<file path="config.mk">
export PLATFORM = sky130hd
export DESIGN_NAME = pattern_event_logger_flat
export DESIGN_NICKNAME = d
export VERILOG_FILES = /design/src/rtl/pattern_pkg.sv /design/src/rtl/pattern_event_logger_if.sv /design/src/rtl/pattern_event_logger_sync_fifo.sv /design/src/rtl/pattern_event_logger.sv /design/src/flat_wrapper.sv
export SDC_FILE = /design/constraint.sdc
export NUM_CORES = 1
export LEC_CHECK = 0
export CAP_MARGIN = 20
export CORE_ASPECT_RATIO = 1.1
export CORE_MARGIN = 1
export CORE_UTILIZATION = 50
export CTS_BUF_LIST = sky130_fd_sc_hd__clkbuf_16
export CTS_CLUSTER_DIAMETER = 200
export DETAILED_ROUTE_END_ITERATION = 7
export DONT_BUFFER_PORTS = 1
export PLACE_DENSITY_LB_ADDON = 0.05
export SLEW_MARGIN = 20
export SYNTH_ARGS = -nofsm -noshare
export SYNTH_HDL_FRONTEND = slang
export SYNTH_SLANG_ARGS = --single-unit
</file>
<file path="constraint.sdc">
create_clock -name clock -period 2.3 [get_ports clock]
set_input_delay 0.345 -clock clock [delete_from_list [all_inputs] [get_ports clock]]
set_output_delay 0.345 -clock clock [all_outputs]
set_load 0.01 [all_outputs]
</file>
<file path="src/rtl/pattern_pkg.sv">
// Event codes shared by the serial pattern detector, the event logger and their benches.
package pattern_pkg;

  localparam int unsigned CODE_W = 2;

  typedef enum logic [CODE_W-1:0] {
    PAT_NONE    = 2'b00,
    PAT_101     = 2'b01,
    PAT_010     = 2'b10,
    PAT_ILLEGAL = 2'b11
  } pat_e;

  // Only the two real detections are logged and counted.
  function automatic logic is_event(input logic [CODE_W-1:0] code);
    return (code == PAT_101) || (code == PAT_010);
  endfunction

endpackage

</file>
<file path="src/rtl/pattern_event_logger_if.sv">
// Show-ahead valid/ready read port of the pattern event logger.
interface pattern_event_logger_if #(
  parameter int unsigned TS_W = 8
);
  import pattern_pkg::*;

  logic              rd_valid;
  logic              rd_ready;
  logic [CODE_W-1:0] rd_code;
  logic [TS_W-1:0]   rd_ts;

  // Logger side drives the head entry, consumer side returns ready.
  modport master (output rd_valid, output rd_code, output rd_ts, input rd_ready);
  modport slave  (input rd_valid, input rd_code, input rd_ts, output rd_ready);

endinterface

</file>
<file path="src/rtl/pattern_event_logger_sync_fifo.sv">
// Small show-ahead synchronous FIFO; rdata reads as zero while empty.
module sync_fifo #(
  parameter int unsigned WIDTH = 2,
  parameter int unsigned DEPTH = 4
) (
  input  logic                   clock,
  input  logic                   reset,
  input  logic                   clr,
  input  logic                   push,
  input  logic                   pop,
  input  logic [WIDTH-1:0]       wdata,
  output logic [WIDTH-1:0]       rdata,
  output logic                   full,
  output logic                   empty,
  output logic [$clog2(DEPTH):0] level
);

  localparam int unsigned AW = $clog2(DEPTH);
  localparam int unsigned LW = AW + 1;

  logic [WIDTH-1:0] mem [DEPTH];
  logic [AW-1:0]    wptr;
  logic [AW-1:0]    rptr;
  logic [LW-1:0]    count;
  logic             do_push;
  logic             do_pop;

  // A push into a full FIFO is only legal when the head leaves in the same cycle.
  assign do_pop  = pop && !empty;
  assign do_push = push && (!full || do_pop);

  always_ff @(posedge clock) begin
    if (reset || clr) begin
      wptr  <= '0;
      rptr  <= '0;
      count <= '0;
      for (int unsigned i = 0; i < DEPTH; i++) begin
        mem[i] <= '0;
      end
    end else begin
      if (do_push) begin
        mem[wptr] <= wdata;
        wptr      <= wptr + AW'(1);
      end
      if (do_pop) begin
        rptr <= rptr + AW'(1);
      end
      count <= count + LW'(do_push) - LW'(do_pop);
    end
  end

  assign full  = (count == LW'(DEPTH));
  assign empty = (count == '0);
  assign level = count;
  assign rdata = empty ? '0 : mem[rptr];

endmodule

</file>
<file path="src/rtl/pattern_event_logger.sv">
// Counts, timestamps and buffers detector events for a valid/ready consumer.
// Build option: PLOG_TIMESTAMP_EN adds the free-running timestamp to each entry.
module pattern_event_logger
  import pattern_pkg::*;
#(
  parameter int unsigned CNT_W = 8,
  parameter int unsigned TS_W  = 8,
  parameter int unsigned DEPTH = 4
) (
  input  logic                   clock,
  input  logic                   reset,
  input  logic [CODE_W-1:0]      det_i,
  input  logic                   clear,
  pattern_event_logger_if.master rd,
  output logic [CNT_W-1:0]       cnt_101,
  output logic [CNT_W-1:0]       cnt_010,
  output logic [$clog2(DEPTH):0] level,
  output logic                   overflow,
  output logic                   illegal
);

`ifdef PLOG_TIMESTAMP_EN
  localparam int unsigned FW = CODE_W + TS_W;
`else
  localparam int unsigned FW = CODE_W;
`endif

  logic          evt;
  logic          fifo_full;
  logic          fifo_empty;
  logic          pop;
  logic          push;
  logic          drop;
  logic [FW-1:0] wdata;
  logic [FW-1:0] rdata;

  assign evt  = is_event(det_i);
  assign pop  = !fifo_empty && rd.rd_ready;
  assign push = evt && (!fifo_full || pop);
  // Counters still advance on a drop: they count detections, not stored entries.
  assign drop = evt && fifo_full && !pop;

`ifdef PLOG_TIMESTAMP_EN
  logic [TS_W-1:0] ts;

  // Free-running stamp; clear deliberately leaves it alone.
  always_ff @(posedge clock) begin
    if (reset) begin
      ts <= '0;
    end else begin
      ts <= ts + TS_W'(1);
    end
  end

  assign wdata      = {det_i, ts};
  assign rd.rd_code = rdata[FW-1 -: CODE_W];
  assign rd.rd_ts   = rdata[TS_W-1:0];
`else
  assign wdata      = det_i;
  assign rd.rd_code = rdata;
  assign rd.rd_ts   = TS_W'(0);
`endif

  assign rd.rd_valid = !fifo_empty;

  sync_fifo #(
    .WIDTH (FW),
    .DEPTH (DEPTH)
  ) u_fifo (
    .clock (clock),
    .reset (reset),
    .clr   (clear),
    .push  (push),
    .pop   (pop),
    .wdata (wdata),
    .rdata (rdata),
    .full  (fifo_full),
    .empty (fifo_empty),
    .level (level)
  );

  // Saturating detection counters and sticky status flags.
  always_ff @(posedge clock) begin
    if (reset || clear) begin
      cnt_101  <= '0;
      cnt_010  <= '0;
      overflow <= 1'b0;
      illegal  <= 1'b0;
    end else begin
      if ((det_i == PAT_101) && (cnt_101 != '1)) begin
        cnt_101 <= cnt_101 + CNT_W'(1);
      end
      if ((det_i == PAT_010) && (cnt_010 != '1)) begin
        cnt_010 <= cnt_010 + CNT_W'(1);
      end
      if (det_i == PAT_ILLEGAL) begin
        illegal <= 1'b1;
      end
      if (drop) begin
        overflow <= 1'b1;
      end
    end
  end

endmodule

</file>
<file path="src/flat_wrapper.sv">
// flat-port wrapper written by rule: the top's interface ports become plain ports
module pattern_event_logger_flat import pattern_pkg::*;
#(
  parameter int unsigned CNT_W = 8,
  parameter int unsigned TS_W  = 8,
  parameter int unsigned DEPTH = 4
)
  (clock, reset, det_i, clear, cnt_101, cnt_010, level, overflow, illegal, rd_rd_valid, rd_rd_code, rd_rd_ts, rd_rd_ready);
  pattern_event_logger_if #(.TS_W(TS_W)) rd_i ();
  input  logic clock;
  input  logic reset;
  input  logic [CODE_W-1:0] det_i;
  input  logic clear;
  output logic [CNT_W-1:0] cnt_101;
  output logic [CNT_W-1:0] cnt_010;
  output logic [$clog2(DEPTH):0] level;
  output logic overflow;
  output logic illegal;
  output wire logic [$bits(rd_i.rd_valid)-1:0] rd_rd_valid;
  output wire logic [$bits(rd_i.rd_code)-1:0] rd_rd_code;
  output wire logic [$bits(rd_i.rd_ts)-1:0] rd_rd_ts;
  input wire logic [$bits(rd_i.rd_ready)-1:0] rd_rd_ready;
  assign rd_rd_valid = rd_i.rd_valid;
  assign rd_rd_code = rd_i.rd_code;
  assign rd_rd_ts = rd_i.rd_ts;
  assign rd_i.rd_ready = rd_rd_ready;
  pattern_event_logger #(.CNT_W(CNT_W), .TS_W(TS_W), .DEPTH(DEPTH)) u_core (.clock(clock), .reset(reset), .det_i(det_i), .clear(clear), .rd(rd_i), .cnt_101(cnt_101), .cnt_010(cnt_010), .level(level), .overflow(overflow), .illegal(illegal));
endmodule
</file>
Word level (Yosys, flattened, before mapping)
Memories as Yosys holds them, arrays and structs flattened. A register that Yosys moved wholly into a read port is not among the register bits.
Index checks and enable logic that the tools add are counted.
Cells by class
  $add $sub $neg: 6
  equal/unequal tests: 6
  mux-type cells: 11
  reduce and logical (&&, ||, !) cells: 17
Operators by type and width (count)
  $add 8x1->8 const B: 2
  $ne 8x8->1 const B: 2
  $mux 2: 5
  $logic_and 1x1->1: 8
  $mux 1: 6
  $add 2x1->2 const B: 2
  $eq 2x2->1 const B: 2
  $logic_or 1x1->1: 4
  $add 3x1->3: 1
  $eq 3x3->1 const B: 1
  $logic_not 1->1: 3
  $logic_not 3->1: 1
  $sub 3x1->3: 1
  $eq 2x1->1 const B: 1
  $reduce_or 2->1: 1
Storage, ports and cells
  register bits after elaboration: 25
  memory bits (writable): 8
  input port bits: 6
  memories kept: 1
Memory list
  u_core.u_fifo.mem: depth 4, bits a word 2, read ports 1, clocked after memory_dff 1, write ports 4, line pattern_event_logger_sync_fifo.sv:21  | logic [WIDTH-1:0] mem [DEPTH];

Logic depth before layout (Yosys ltp)
  word-level depth: 11
  depth in mapped cells: 11
  depth with buffers taken out: 11

Modules after synthesis
Synthesis repeated with hierarchy kept, for this count alone.
Unflattened totals
  cells, all modules: 184
  area, all modules: 1783.0 µm²
Modules (own cells, without submodules)
  pattern_event_logger: times used 1, cells an instance 111, area an instance 983.4 µm², sequential area each 360.3 µm²
  sync_fifo: times used 1, cells an instance 73, area an instance 799.5 µm², sequential area each 420.4 µm²

Least setup slack after synthesis
No wires, ideal clock.
  path kind: flip-flop to flip-flop
  start point: register u_core.u_fifo.count[2] (netlist: u_core.u_fifo.level[2])
  end point: register u_core.u_fifo.count[2] (netlist: u_core.u_fifo.level[2])
  library setup time: 117 ps
  data arrival time: 2106 ps
  data required time: 2183 ps
  setup slack: 77 ps
  stages on the path, launching flop included: 10
  buffers on the path: 0
  period minus slack after synthesis: 2223 ps
  cells stage by stage: dfxtp_1 or4b_4 nand2_1 ha_1 inv_1 ha_1 fa_1 xnor2_1 xnor2_1 nor2_1
On the way
  longest elaborated chain between the ends: 8
  elaborated cells on any way between the ends: 12
Ends and longest elaborated chain
  start, declared: line pattern_event_logger_sync_fifo.sv:24  | logic [LW-1:0] count;
  start signal, assigned: line pattern_event_logger_sync_fifo.sv:48  | count <= count + LW'(do_push) - LW'(do_pop);
  $logic_not 3->1: line pattern_event_logger_sync_fifo.sv:53  | assign empty = (count == '0);
  $logic_not 1->1: line pattern_event_logger_sync_fifo.sv:29, pattern_event_logger.sv:38
  $logic_and 1x1->1: line pattern_event_logger.sv:38  | assign pop = !fifo_empty && rd.rd_ready;
  $logic_or 1x1->1 / $logic_and 1x1->1 (equally long branches): line pattern_event_logger.sv:39, pattern_event_logger_sync_fifo.sv:29
  $logic_and 1x1->1 / $logic_or 1x1->1 (equally long branches): line pattern_event_logger.sv:39, pattern_event_logger_sync_fifo.sv:30
  $logic_and 1x1->1: line pattern_event_logger_sync_fifo.sv:30  | assign do_push = push && (!full || do_pop);
  $add 3x1->3: line pattern_event_logger_sync_fifo.sv:48
  $sub 3x1->3 (*): line pattern_event_logger_sync_fifo.sv:48
Mark *: on every way between the ends. The rest lies on a longest branch, timed or not.
A chain may end at the register's enable or synchronous reset.

Final worst setup path
  start point: register u_core.u_fifo.count[1] (netlist: u_core.u_fifo.level[1])
  end point: register u_core.u_fifo.count[2] (netlist: u_core.u_fifo.level[2])
The elaborated chain is that of the path after synthesis.

==> results.cfg <==
[worst_setup_path]
worst_path_most_repeated_cell = ha_1
cp.arrival_ns = 2.32
setup.worst_path.end = u_core.u_fifo.level[2]$_SDFF_PP0_
timing.rr.start = u_core.u_fifo.level[1]$_SDFF_PP0_
r2r_slack_ns = 0.13
critPathCaptureType = flip-flop
worstPathCellList = or4b_4 > nand2_2 > ha_1 > inv_1 > ha_1 > fa_2 > xnor2_2 > xnor2_1 > nor2_1
crit_required_ns = 2.45
critPathSlowestCell = or4b_4
r2r_end = u_core.u_fifo.level[2]$_SDFF_PP0_
crit_type = flip-flop to flip-flop
crit_buf_inv = 1
crit_family = simple AND/OR/NAND/NOR gates
worstRegToRegCells = 9
crit_fanout = 5
crit_path_max_incr_delay_ns = 0.54
cp-startpoint = u_core.u_fifo.level[1]$_SDFF_PP0_
cp.depth = 9
cp-start-kind = flip-flop

[clocking]
ctsHoldBuffers = 0
cts_buffers = 5
cts.sinks = 35
cts_tree = yes
clk_pin_slew_worst_paths_ns = 0.05
htreeDepth = 2
ctsLongestPathBuffers = 2
cts_root_buf = clkbuf_16
insertion_delay_ns = 0.28

[yosys]
synth_enable_flop_cells = 8
synth.mux.area_fraction_pct = 5.49
synth-compound-area-share_pct = 13.4
yosys_warnings = 0
synth_top_family_by_area = simple AND/OR/NAND/NOR gates
ys.flop_type = dfxtp_1
synth_simple_gate_area_share_pct = 20.7
avgSynthCellArea_um2 = 9.68
synthAdderAreaFrac_pct = 6.21
synth_xor_area_share_pct = 2.02
synth_seq_cells = 35
synth_area_mm2 = 0.00173
synth-seq-area-share_pct = 45.1
syn_inst = 179
synth.distinct_cells = 42
ys_async_sr_fraction_pct = 0

[status]
status = finished, final reports clean

[routing]
routedWlPerCell_um = 13.6
drt-vias-per-instance = 5.59
wl_um = 3260
drt_iter0_drc = 42
drcViolationCount = 0
dr.pass1.iters = 4
vias = 1337
ant_nets = 0

[global_route]
grt_max_degree = 17
grt_pass1_wl_um = 5400
grt.overflow.total = 0
grt_usage_pct = 19.5
grt_pass1_vias = 1236
antenna_found_initial = 0

[power_and_ir_drop]
powerDensity_mw_per_mm2 = 776
leakagePower_nw = 0.794
ir_worst_vdd_mv = 0.423
total_power_mw = 1.55

[final_layout]
post-route-util_pct = 59.9
nFillCells = 304
final_cells = 239
multiInputGateArea_um2 = 877
finalInstanceArea_mm2 = 0.00200
antenna_cells = 0
nets = 204
drive_gt1_share_pct = 14.7
areaGrowthSynthToFinish_pct = 15.2
regArea_um2 = 785
final_cell_mix = dfxtp_1, nor2_1, inv_1, nand2_1
layout_commonest_cell = dfxtp_1

[floorplanning]
die_area_mm2 = 0.00371
ios = 38
rows = 22
coreArea_mm2 = 0.00333
die_w_um = 58.1
die_h_um = 63.7
start_util_pct = 52.0

[sta]
relSlewSlack_pct = 64.7
finalHoldViolations = 0
setup_viol = 0
hold_slack_ns = 0.253
fin_crit_sh_pct = 94.4
worst_pin_slew_ns = 0.527
drv_slew = 0
finalCriticalPeriod_ns = 2.17
fmax_ghz = 0.460
fin_skew_ns = 0.00371

[placement]
placed_cell_area_mm2 = 0.00181
gp_congestion = 0.822
dp.cells = 231
dp.final_hpwl_um = 2460
numPortBuffers = 0

[min_path]
min_path_type = input pin to flip-flop
hp-start = reset

[job]
cap_violations = 0
-- stage by stage --
stage | worst slack [ns] | setup TNS, ns
floorplan | 0.0766 | 0
global placement | 0.101 | 0
detailed placement | 0.0797 | 0
CTS | 0.0420 | 0
global route | -0.00493 | -0.00493
finish | 0.128 | 0
-- kinds of logic (layout without fill, tap and decap cells) --
| family | Yosys count | in the layout |
|---|---|---|
| AO/OA/AOI/OAI | 34 | 34 |
| buffers and inverters | 23 | 28 |
| flip-flops | 35 | 35 |
| AND/OR/NAND/NOR | 67 | 67 |
| multiplexers | 7 | 7 |
| XOR/XNOR | 4 | 4 |
| adder cells (fa/ha/maj) | 8 | 8 |
| other | 1 | 8 |
-- synth_stat cells, drive strengths merged, types with 2 or more instances --
| cell | n | area (um^2) |
|---|---|---|
| nor2b | 3 | 18.8 |
| o31ai | 3 | 22.5 |
| a211oi | 4 | 30.0 |
| or3 | 4 | 26.3 |
| a31oi | 5 | 31.3 |
| nand3 | 8 | 40.0 |
| nor2 | 13 | 48.8 |
| ha | 7 | 87.6 |
| mux2i | 5 | 50.1 |
| xor2 | 2 | 17.5 |
| xnor2 | 2 | 17.5 |
| o21ai | 5 | 25.0 |
| nand4 | 4 | 25.0 |
| and2 | 4 | 25.0 |
| dfxtp | 27 | 541 |
| edfxtp | 8 | 240 |
| a41oi | 2 | 17.5 |
| mux4 | 2 | 45.0 |
| nor3 | 7 | 35.0 |
| buf | 10 | 70.1 |
| and4 | 5 | 43.8 |
| a21oi | 7 | 35.0 |
| nand2 | 13 | 48.8 |
| o31a | 2 | 17.5 |
| inv | 12 | 45.0 |
-- what timing repair did --
item | in CTS | in global routing
gates resized for setup | 0 | 7
setup endpoints to repair | 0 | 1
endpoints found under the hold margin | 0 | 0
buffers inserted | 0 | 0
-- final cells by class --
cell class              count  area share (%)
multi-input cells         128            43.9
flip-flops and latches     35            39.3
clock buffers               5            6.27
repair buffers              8            3.01
well taps                  48            3.01
inverters                  12            2.26
clock inverters             3            2.19
-- registers in the layout, summed over array words and instances, names as in the netlist, named ones only --
signal,flops
u_core.cnt_010,8
u_core.cnt_101,8
u_core.u_fifo.mem,8
u_core.u_fifo.level,3
u_core.u_fifo.rptr,2
u_core.u_fifo.wptr,2
u_core.illegal,1
u_core.overflow,1
-- report_power, final --
| part | total, mW | internal, mW | switching [mW] |
|---|---|---|---|
| Combinational | 0.127 | 0.0558 | 0.0710 |
| Clock | 0.756 | 0.510 | 0.246 |
| Sequential | 0.667 | 0.649 | 0.0177 |
| Total | 1.55 | 1.21 | 0.334 |
-- how the worst min path moves through the flow --
stage | to | slack, ns | depth (start not counted)
final | u_core.cnt_101[0]$_SDFFE_PP0P_ | 0.25 | 2
after global routing | u_core.cnt_101[0]$_SDFFE_PP0P_ | 0.26 | 2
after CTS | u_core.cnt_101[0]$_SDFFE_PP0P_ | 0.25 | 2
after detailed placement | u_core.illegal$_SDFFE_PP0N_ | 0.52 | 2
after global placement | u_core.u_fifo.rptr[1]$_SDFFE_PP0N_ | 0.51 | 2
after floorplan | flip-flop | 0.48 | 2
-- worst register-to-register path: stages, from the launching register on --
cell and delay (ns):
dfxtp_2 0.35, or4b_4 0.54, nand2_2 0.10, ha_1 0.13, inv_1 0.04, ha_1 0.19
fa_2 0.37, xnor2_2 0.16, xnor2_1 0.13, nor2_1 0.05
-- metal layers --
metal  track usage, %  vias up  wire length (um)
li1                 -      665                 -
met1             23.4      641              1420
met2             31.6       27              1670
met3             6.48        4               139
met4             8.04        0                36
met5                0        -                 0
Power figures use the tool's default switching activity.
